`config.mk`:
```
export PLATFORM = sky130hd
export DESIGN_NAME = hue_sequencer
export DESIGN_NICKNAME = d
export VERILOG_FILES = /design/src/rtl/hue_pkg.sv /design/src/rtl/step_timer.sv /design/src/rtl/hue_sequencer.sv
export SDC_FILE = /design/constraint.sdc
export NUM_CORES = 1
export LEC_CHECK = 0
export BUFFER_PORTS_ARGS = -buffer_cell sky130_fd_sc_hd__buf_2
export CELL_PAD_IN_SITES_DETAIL_PLACEMENT = 0
export CELL_PAD_IN_SITES_GLOBAL_PLACEMENT = 1
export CORE_MARGIN = 8
export CORE_UTILIZATION = 45
export CTS_CLUSTER_DIAMETER = 40
export DETAILED_ROUTE_END_ITERATION = 8
export GPL_ROUTABILITY_DRIVEN = 0
export PLACE_DENSITY_LB_ADDON = 0.08
export SETUP_SLACK_MARGIN = 0.05
export SLEW_MARGIN = 20
export SYNTH_ARGS = -nofsm -noshare
export SYNTH_HDL_FRONTEND = slang
export SYNTH_SLANG_ARGS = --single-unit
```
`constraint.sdc`:
```
create_clock -name clk -period 4.1 [get_ports clk]
set_input_delay 0.82 -clock clk [delete_from_list [all_inputs] [get_ports clk]]
set_output_delay 0.82 -clock clk [all_outputs]
set_load 0.02 [all_outputs]
```
`src/rtl/hue_pkg.sv`:
```
// ---------------------------------------------------------------------------
// hue_pkg : sector encodings and sector-to-duty mapping for hue_sequencer
// Rev 1.0
// ---------------------------------------------------------------------------
`default_nettype none

package hue_pkg;

  typedef enum logic [2:0] {
    SEC_R_G_UP = 3'd0,
    SEC_R_DN   = 3'd1,
    SEC_B_UP   = 3'd2,
    SEC_G_DN   = 3'd3,
    SEC_R_UP   = 3'd4,
    SEC_B_DN   = 3'd5
  } sector_t;

  localparam int DUTY_CALC_W = 32;

  typedef struct packed {
    logic [DUTY_CALC_W-1:0] r;
    logic [DUTY_CALC_W-1:0] g;
    logic [DUTY_CALC_W-1:0] b;
  } duty3_t;

  function automatic duty3_t sector_duty(input sector_t s,
                                         input logic [DUTY_CALC_W-1:0] r,
                                         input logic [DUTY_CALC_W-1:0] max);
    duty3_t d;
    logic [DUTY_CALC_W-1:0] dn;
    dn = max - r;
    d  = '0;
    case (s)
      SEC_R_G_UP: begin d.r = max; d.g = r;   d.b = '0;  end
      SEC_R_DN:   begin d.r = dn;  d.g = max; d.b = '0;  end
      SEC_B_UP:   begin d.r = '0;  d.g = max; d.b = r;   end
      SEC_G_DN:   begin d.r = '0;  d.g = dn;  d.b = max; end
      SEC_R_UP:   begin d.r = r;   d.g = '0;  d.b = max; end
      SEC_B_DN:   begin d.r = max; d.g = '0;  d.b = dn;  end
      default:    begin d.r = max; d.g = '0;  d.b = '0;  end
    endcase
    return d;
  endfunction

endpackage

`default_nettype wire

```
`src/rtl/step_timer.sv`:
```
// ---------------------------------------------------------------------------
// step_timer : enable-gated divider, one-cycle step every TICK_DIV enabled clocks
// Rev 1.0
// ---------------------------------------------------------------------------
`default_nettype none

module step_timer #(
  parameter int TICK_DIV = 2000
) (
  input  logic clk,
  input  logic rst,
  input  logic en,
  output logic step
);

  localparam int TW = (TICK_DIV > 1) ? $clog2(TICK_DIV) : 1;
  localparam logic [TW-1:0] TICK_LAST = TW'(TICK_DIV - 1);

  logic [TW-1:0] tick_q, tick_d;

  assign step = en && (tick_q == TICK_LAST);

  always_comb begin
    tick_d = tick_q;
    if (en) begin
      tick_d = step ? '0 : tick_q + TW'(1);
    end
  end

  always_ff @(posedge clk or posedge rst) begin
    if (rst) tick_q <= '0;
    else     tick_q <= tick_d;
  end

endmodule

`default_nettype wire

```
`src/rtl/hue_sequencer.sv`:
```
// ---------------------------------------------------------------------------
// hue_sequencer : six-sector colour wheel, RGB duties committed on PWM wrap
// Rev 1.0
// ---------------------------------------------------------------------------
`default_nettype none

module hue_sequencer
  import hue_pkg::*;
#(
  parameter  int PWM_INTERVAL = 1200,
  parameter  int STEP         = 1,
  parameter  int TICK_DIV     = 2000,
  localparam int W            = $clog2(PWM_INTERVAL + 1)
) (
  input  logic         clk,
  input  logic         rst,
  input  logic         en,
  input  logic         period_start,
  output logic [W-1:0] duty_r,
  output logic [W-1:0] duty_g,
  output logic [W-1:0] duty_b,
  output logic [2:0]   sector,
  output logic         update
);

  localparam logic [W-1:0] RAMP_LIMIT = W'(PWM_INTERVAL - STEP);
  localparam logic [W-1:0] RAMP_INC   = W'(STEP);
  localparam logic [W-1:0] FULL_SCALE = W'(PWM_INTERVAL);

  sector_t      sector_q, sector_d;
  logic [W-1:0] r_q, r_d;
  logic [W-1:0] duty_r_q, duty_g_q, duty_b_q;
  logic         update_q;
  logic         step;
  duty3_t       calc;

  step_timer #(
    .TICK_DIV (TICK_DIV)
  ) u_step_timer (
    .clk  (clk),
    .rst  (rst),
    .en   (en),
    .step (step)
  );

  always_comb begin
    sector_d = sector_q;
    r_d      = r_q;
    if (step) begin
      if (r_q >= RAMP_LIMIT) begin
        r_d = '0;
        case (sector_q)
          SEC_R_G_UP: sector_d = SEC_R_DN;
          SEC_R_DN:   sector_d = SEC_B_UP;
          SEC_B_UP:   sector_d = SEC_G_DN;
          SEC_G_DN:   sector_d = SEC_R_UP;
          SEC_R_UP:   sector_d = SEC_B_DN;
          default:    sector_d = SEC_R_G_UP;
        endcase
      end else begin
        r_d = r_q + RAMP_INC;
      end
    end
  end

  always_ff @(posedge clk or posedge rst) begin
    if (rst) begin
      sector_q <= SEC_R_G_UP;
      r_q      <= '0;
    end else begin
      sector_q <= sector_d;
      r_q      <= r_d;
    end
  end

  // Commit samples the pre-step position, so a coincident step lands next period.
  assign calc = sector_duty(sector_q, DUTY_CALC_W'(r_q), DUTY_CALC_W'(PWM_INTERVAL));

  always_ff @(posedge clk or posedge rst) begin
    if (rst) begin
      duty_r_q <= FULL_SCALE;
      duty_g_q <= '0;
      duty_b_q <= '0;
      update_q <= 1'b0;
    end else begin
      update_q <= period_start;
      if (period_start) begin
        duty_r_q <= W'(calc.r);
        duty_g_q <= W'(calc.g);
        duty_b_q <= W'(calc.b);
      end
    end
  end

  assign duty_r = duty_r_q;
  assign duty_g = duty_g_q;
  assign duty_b = duty_b_q;
  assign sector = sector_q;
  assign update = update_q;

endmodule

`default_nettype wire

```
==> flow_metrics.py, run 1 <==
metrics = {
    "setup_path": {
        "slowest_delay_ns": 1.01,
        "regToRegEndpoint": "sector[0]",
        "path_buf_inv": 1,
        "slowest_stage": "dfrtp_1",
        "critical_path_class": "flip-flop to output pin",
        "worstPathArrival_ns": 1.67,
        "reg2reg_from": "r_q[4]",
        "cp-start-kind": "flip-flop",
        "end_kind": "output pin",
        "r2r_slack_ns": 1.61,
        "cp_top_family": "flip-flops",
        "path_cells": "buf_2",
        "reg2reg_depth": 4,
        "crit_required_ns": 3.28,
        "critPathMaxFanout": 31,
    },
    "global_route": {
        "grt_overflow": 0,
        "antenna_found_initial": 0,
        "grt_max_degree": 39,
        "track_usage": 0.171,
        "grt_pass1_vias": 2851,
        "grt_pass1_wl_um": 14100,
    },
    "worst_hold_path": {
        "min_from": "duty_r[4]",
        "worstHoldPathCells": 2,
        "hold_class": "flip-flop to flip-flop",
        "hold_end": "duty_r[4]",
    },
    "yosys": {
        "postSynthAreaPerCell_um2": 8.89,
        "ys_async_sr_fraction": 1.00,
        "synthesis.area_um2": 3400,
        "synth_mux_area_frac": 0.00662,
        "synth_top_family_by_area": "compound AO/OA/AOI/OAI gates",
        "ys_ff_latch": 59,
        "synth_cell_types": 60,
        "ys_warn_count": 0,
        "synthAdderAreaFrac": 0.0110,
        "synth_xor_area_frac": 0.0283,
        "synthFlopType": "dfrtp_1",
        "synthSimpleGateAreaFrac": 0.202,
        "syn_inst": 383,
        "ys_seq_area_frac": 0.435,
        "synth_nets": 390,
        "synth_compound_area_frac": 0.249,
        "synth-edff-count": 0,
    },
    "timing": {
        "fmax_mhz": 402,
        "grt_setup_unrepaired": "false",
        "hold_viol": 0,
        "setup_viol": 0,
        "report.final.slew_viol_count": 0,
        "fin_ws_ns": 1.61,
        "period_share": 0.607,
        "slew_headroom": 0.328,
        "fin_crit_ns": 2.49,
        "setup_tns_ns": 0,
        "worst_pin_slew_ns": 1.01,
        "holdWs_ns": 0.468,
        "worst_clock_skew_ns": 0.00589,
    },
    "detailed_routing": {
        "vias": 2962,
        "initialDrtViolationCount": 154,
        "drc": 0,
        "wl_per_cell_um": 16.7,
        "drtAntennaViolNets": 0,
        "totalWireLength_um": 8560,
        "vias_per_cell": 5.79,
        "dr.pass1.iters": 4,
    },
    "clocking": {
        "clock_latency_ns": 0.34,
        "cts_tree": "built",
        "root_buffer": "clkbuf_8",
        "clkTransAtPathRegs_ns": 0.07,
        "numCtsBuffers": 9,
        "ctsHtreeMaxLevel": 3,
        "cts_sinks": 59,
        "cts_resized": 0,
        "hold_buffers": 0,
        "cts_setup_buffers": 0,
        "clock_path_buffers": 2,
    },
    "flow_run": {
        "drv_cap": 0,
    },
    "pwr": {
        "p_leak_nw": 1.68,
        "max-vdd-ir-drop_mv": 0.192,
        "powerDensity_nw_per_um2": 358,
        "finalPower_mw": 1.38,
    },
    "floorplanning": {
        "die_x_um": 103,
        "chipHeight_um": 103,
        "core.rowCount": 31,
        "dieArea_um2": 10600,
        "start_util": 0.467,
        "fp.coreArea_um2": 7290,
        "ios": 41,
    },
    "placed_design": {
        "post-place-ws_ns": 1.35,
        "portBuffers": 40,
        "hpwl_um": 5840,
    },
    "final_layout": {
        "drive_gt1_frac": 0.179,
        "num_antenna_cells": 0,
        "fillers": 737,
        "nNetsFinal": 415,
        "synthToLayoutAreaGrowth_pct": 13.0,
        "final_util": 0.528,
    },
    "status": {
        "status": "finished clean",
    },
}
[kinds of logic (layout without fill, tap and decap cells)]
| group | Yosys count | count (layout) |
|---|---|---|
| AND/OR/NAND/NOR | 129 | 129 |
| AO/OA/AOI/OAI | 123 | 123 |
| flip-flops | 59 | 59 |
| buffers and inverters | 56 | 86 |
| XOR/XNOR | 11 | 11 |
| adder cells (fa/ha/maj) | 3 | 3 |
| multiplexers | 2 | 2 |
[tightest hold or removal path, stage by stage, from the launching register on]
cell and delay [ns]:
dfstp_2 0.37, inv_1 0.04, o21ai_0 0.06
[final cells by class]
cell class | instances | area, µm² | share of cell area
Timing Repair Buffer | 44 | 230 | 0.0598
Clock inverter | 7 | 92.6 | 0.0241
Tap cell | 99 | 124 | 0.0322
Multi-Input combinational cell | 268 | 1700 | 0.441
Clock buffer | 9 | 124 | 0.0322
Inverter | 26 | 97.6 | 0.0254
Sequential cell | 59 | 1480 | 0.385
[report_power, final]
group	switching [mW]	total (mW)	internal, mW
clock	0.245	0.585	0.339
sequential	0.0453	0.667	0.622
combinational	0.0738	0.125	0.0515
total	0.364	1.38	1.01
[metrics by stage]
stage / instance area, µm² / cells
after floorplan: 3400 / 383
after detailed placement: 3630 / 496
after global placement: 3630 / 496
after CTS: 3850 / 512
after global routing: 3850 / 512
final: 3850 / 512
[worst max path at each step]
stage	slack [ns]	cells after the start	start	to
6_report	1.61	1	sector[1]	sector[1]
5_1_grt	1.50	5	r_q[0]	sector[0]
4_1_cts	1.62	1	sector[1]	sector[1]
3_5_place_dp	1.35	5	en	sector[0]
3_3_place_gp	1.37	5	en	sector[0]
2_1_floorplan	1.82	5	en	sector[0]
[per-layer routing]
metal  share of wire  global-route usage  wire [µm]  up-vias
met5               0                   0          0        -
met4           0.020              0.0768        175        0
met3           0.053              0.0392        454       13
met2            0.47               0.270       3990       63
met1            0.46               0.216       3950     1434
li1                -                   -          -     1452
[synth_stat cells, drive strengths merged, types with 5 or more instances]
cell     n  area [µm²]
dfrtp   55        1380
nor2    31         116
inv     26        97.6
clkbuf  25         104
nand2   25        93.8
a21oi   20         100
o21ai   20         100
nor2b   16         100
o22ai   15        93.8
a31oi   11        68.8
nand2b   9        56.3
a22oi    8        60.1
xnor2    8        70.1
nand3    7        35.0
nor3     7        35.0
a221o    6        60.1
nand4    6        43.8
a21o     5        37.5
and2     5        32.5
buf      5        28.8
o211ai   5        37.5
[sequential cells by signal, indices dropped and copies added, names as in the netlist]
register / cells
duty_b: 11
duty_g: 11
duty_r: 11
r_q: 11
u_step_timer.tick_q: 11
sector: 3
update: 1
[cells in the final DEF, fill, tap and decap left out, types with 4 or more instances in the layout]
master	count
dfrtp_1	55
buf_2	40
nor2_1	31
inv_1	25
nand2_1	25
a21oi_1	20
o21ai_0	20
nor2b_1	16
o22ai_1	15
a31oi_1	11
nand2b_1	9
clkbuf_8	9
xnor2_1	8
a22oi_1	8
nor3_1	7
nand3_1	7
a221o_1	6
a21o_1	5
o211ai_1	5
nand4_1	5
and2_1	4
o221ai_1	4
or4_1	4
dfstp_2	4
buf_4	4
Note: power is estimated with default switching activity, not from simulation.
==> inputs of run 2 (changes only) <==
- ABC_AREA: not set -> 1
- CORE_UTILIZATION: 45 -> 39
- clock period: 4.1 -> 2.2 ns (I/O delays scaled with it)
==> flow_metrics.py, run 2 <==
metrics = {
    "placed_design": {
        "post-place-ws_ns": 0.521,
        "hpwl_um": 6660,
        "portBuffers": 40,
    },
    "pwr": {
        "p_sw_mw": 0.739,
        "clock_power_share": 0.403,
        "pwr-share-comb": 0.099,
        "internal-power_mw": 1.77,
        "pwr-share-seq": 0.498,
        "finalPower_mw": 2.50,
        "powerDensity_nw_per_um2": 644,
        "p_leak_nw": 2.03,
        "p_sw_frac": 0.295,
        "max-vdd-ir-drop_mv": 0.348,
    },
    "floorplanning": {
        "start_util": 0.397,
        "core.rowCount": 34,
        "ios": 41,
        "die_x_um": 110,
        "dieArea_um2": 12000,
        "chipHeight_um": 110,
        "fp.coreArea_um2": 8590,
    },
    "global_route": {
        "grt_pass1_wl_um": 14900,
        "grt_overflow": 0,
        "grtUsageMet3": 0.0393,
        "met2_usage": 0.248,
        "grt_pass1_vias": 2974,
        "grt_max_degree": 60,
        "track_usage": 0.160,
        "antenna_found_initial": 0,
        "grt.busiest_layer": "met2",
        "grt_util_met1": 0.217,
    },
    "yosys": {
        "yosys.area.top_type_share": 0.403,
        "synth-edff-count": 0,
        "synth_cell_types": 34,
        "postSynthAreaPerCell_um2": 7.68,
        "ys_seq_area_frac": 0.434,
        "synth_area_leaders": "dfrtp_1 40%, nand2_1 17%, nand3_1 4.7%, a21oi_1 4.0%, nor2_1 3.3%",
        "synthesis.area_um2": 3410,
        "syn_inst": 444,
        "synth_nets": 451,
        "synth_commonest_cells": "151 x nand2_1, 55 x dfrtp_1, 32 x nand3_1",
        "ys_async_sr_fraction": 1.00,
        "yosys.area.top_type": "dfrtp_1",
        "ys_ff_latch": 59,
        "ys_warn_count": 0,
        "yosysMostFrequentCell": "nand2_1",
        "synthFlopType": "dfrtp_1",
    },
    "timing": {
        "fin_crit_ns": 1.67,
        "period_share": 0.759,
        "setup_tns_ns": 0,
        "worst_pin_slew_ns": 0.495,
        "slew_headroom": 0.670,
        "report.final.slew_viol_count": 0,
        "fmax_mhz": 599,
        "grt_setup_unrepaired": "false",
        "fin_ws_ns": 0.530,
        "worst_clock_skew_ns": 0.00859,
        "setup_viol": 0,
        "hold_viol": 0,
    },
    "worst_hold_path": {
        "hold_class": "primary input to asynchronous set/reset pin",
    },
    "clocking": {
        "cts_resized": 0,
        "numCtsBuffers": 9,
        "clock_latency_ns": 0.35,
        "clkTransAtPathRegs_ns": 0.08,
        "root_buffer": "clkbuf_8",
        "cts_sinks": 59,
        "hold_buffers": 0,
        "cts_tree": "built",
        "clock_path_buffers": 2,
        "ctsHtreeMaxLevel": 3,
        "cts_setup_buffers": 0,
    },
    "detailed_routing": {
        "vias_per_cell": 4.98,
        "totalWireLength_um": 9000,
        "vias": 2973,
        "drc": 0,
        "initialDrtViolationCount": 145,
        "drtAntennaViolNets": 0,
        "dr.pass1.iters": 5,
        "wl_per_cell_um": 15.1,
    },
    "flow_run": {
        "drv_cap": 0,
    },
    "final_layout": {
        "seq_area_um2": 1480,
        "drive_gt1_frac": 0.229,
        "num_antenna_cells": 0,
        "final_cell_mix": "151 x nand2_1, 55 x dfrtp_1, 40 x buf_2, 32 x nand3_1, 30 x nor2_1",
        "synthToLayoutAreaGrowth_pct": 14.0,
        "final_util": 0.453,
        "fillers": 915,
        "multiInputGateArea_um2": 1690,
        "final_common_cell": "nand2_1",
        "nNetsFinal": 491,
    },
    "setup_path": {
        "path_cells": "inv_1 -> ha_1 -> nand3_2 -> nand2_1 -> nand2_1 -> nand3_1 -> nand3_1 -> o21ai_0 -> nand2_1 -> nand2_1",
        "worstPathArrival_ns": 1.91,
        "crit_required_ns": 2.44,
        "end_kind": "flip-flop",
        "slowest_stage": "dfrtp_1",
        "cp_common_cell": "nand2_1",
        "critPathMaxFanout": 8,
        "critical_path_class": "flip-flop to flip-flop",
        "cp-start-kind": "flip-flop",
        "slowest_delay_ns": 0.46,
    },
    "status": {
        "status": "finished clean",
    },
}
[run 2: critical path: cells and delay by family (launching register included)]
family / cells / cell delay, ns
adder cells (fa/ha/maj): 1 / 0.25
AO/OA/AOI/OAI: 1 / 0.10
buffers and inverters: 1 / 0.14
AND/OR/NAND/NOR: 7 / 0.62
flip-flops: 1 / 0.46
[run 2: final timing paths]
check / cells after the start / start / to / slack [ns]
worst max-delay path: 10 / r_q[0] / duty_r[8] / 0.53
max in group asynchronous: 3 / rst / duty_r[10] / 1.75
min in group clk: 1 / period_start / update / 0.24
worst min-delay path: 3 / rst / update / 0.14
worst max register to register: 10 / r_q[0] / duty_r[8] / 0.53
worst min register to register: 2 / duty_g[1] / duty_g[1] / 0.47
[run 2: cell families (layout without fill, tap and decap cells)]
kind of cell               count (synthesis)  count (layout)  synth area share
adders and majority gates                  3               3            0.0110
xor gates and xnor gates                  12              12            0.0308
and+or+nand+nor                          258             258             0.358
DFF                                       59              59             0.434
buffers and inverters                     52              97            0.0697
AOI/OAI and AO/OA                         60              60            0.0961
[run 2: power by group through the flow]
| stage | combinational [mW] | clock, mW | sequential [mW] |
|---|---|---|---|
| floorplan | 0.198 | 0 | 1.26 |
| global placement | 0.247 | 0 | 1.27 |
| detailed placement | 0.253 | 0 | 1.27 |
| CTS | 0.253 | 1.05 | 1.25 |
| global route | 0.285 | 1.10 | 1.26 |
| finish | 0.248 | 1.01 | 1.25 |
[run 2: per-stage QoR]
step	cell area (µm²)	instances	hold WS, ns
4_1_cts	3890	597	0.142
5_1_grt	3890	597	0.154
3_5_place_dp	3690	581	0.461
3_3_place_gp	3690	581	0.457
2_1_floorplan	3410	444	0.471
6_report	3890	597	0.137
[run 2: cell type report]
type,count,share of cell area
multi-input combinational,333,0.435
clock buffer,9,0.0319
sequential,59,0.381
inverter,38,0.0367
clock inverter,7,0.0199
tap,108,0.0347
timing repair buffer,43,0.0605
[run 2: per-layer routing]
layer	vias up	wire length (µm)
met3	9	424
met5	-	0
li1	1531	-
met2	55	4060
met4	0	110
met1	1378	4400
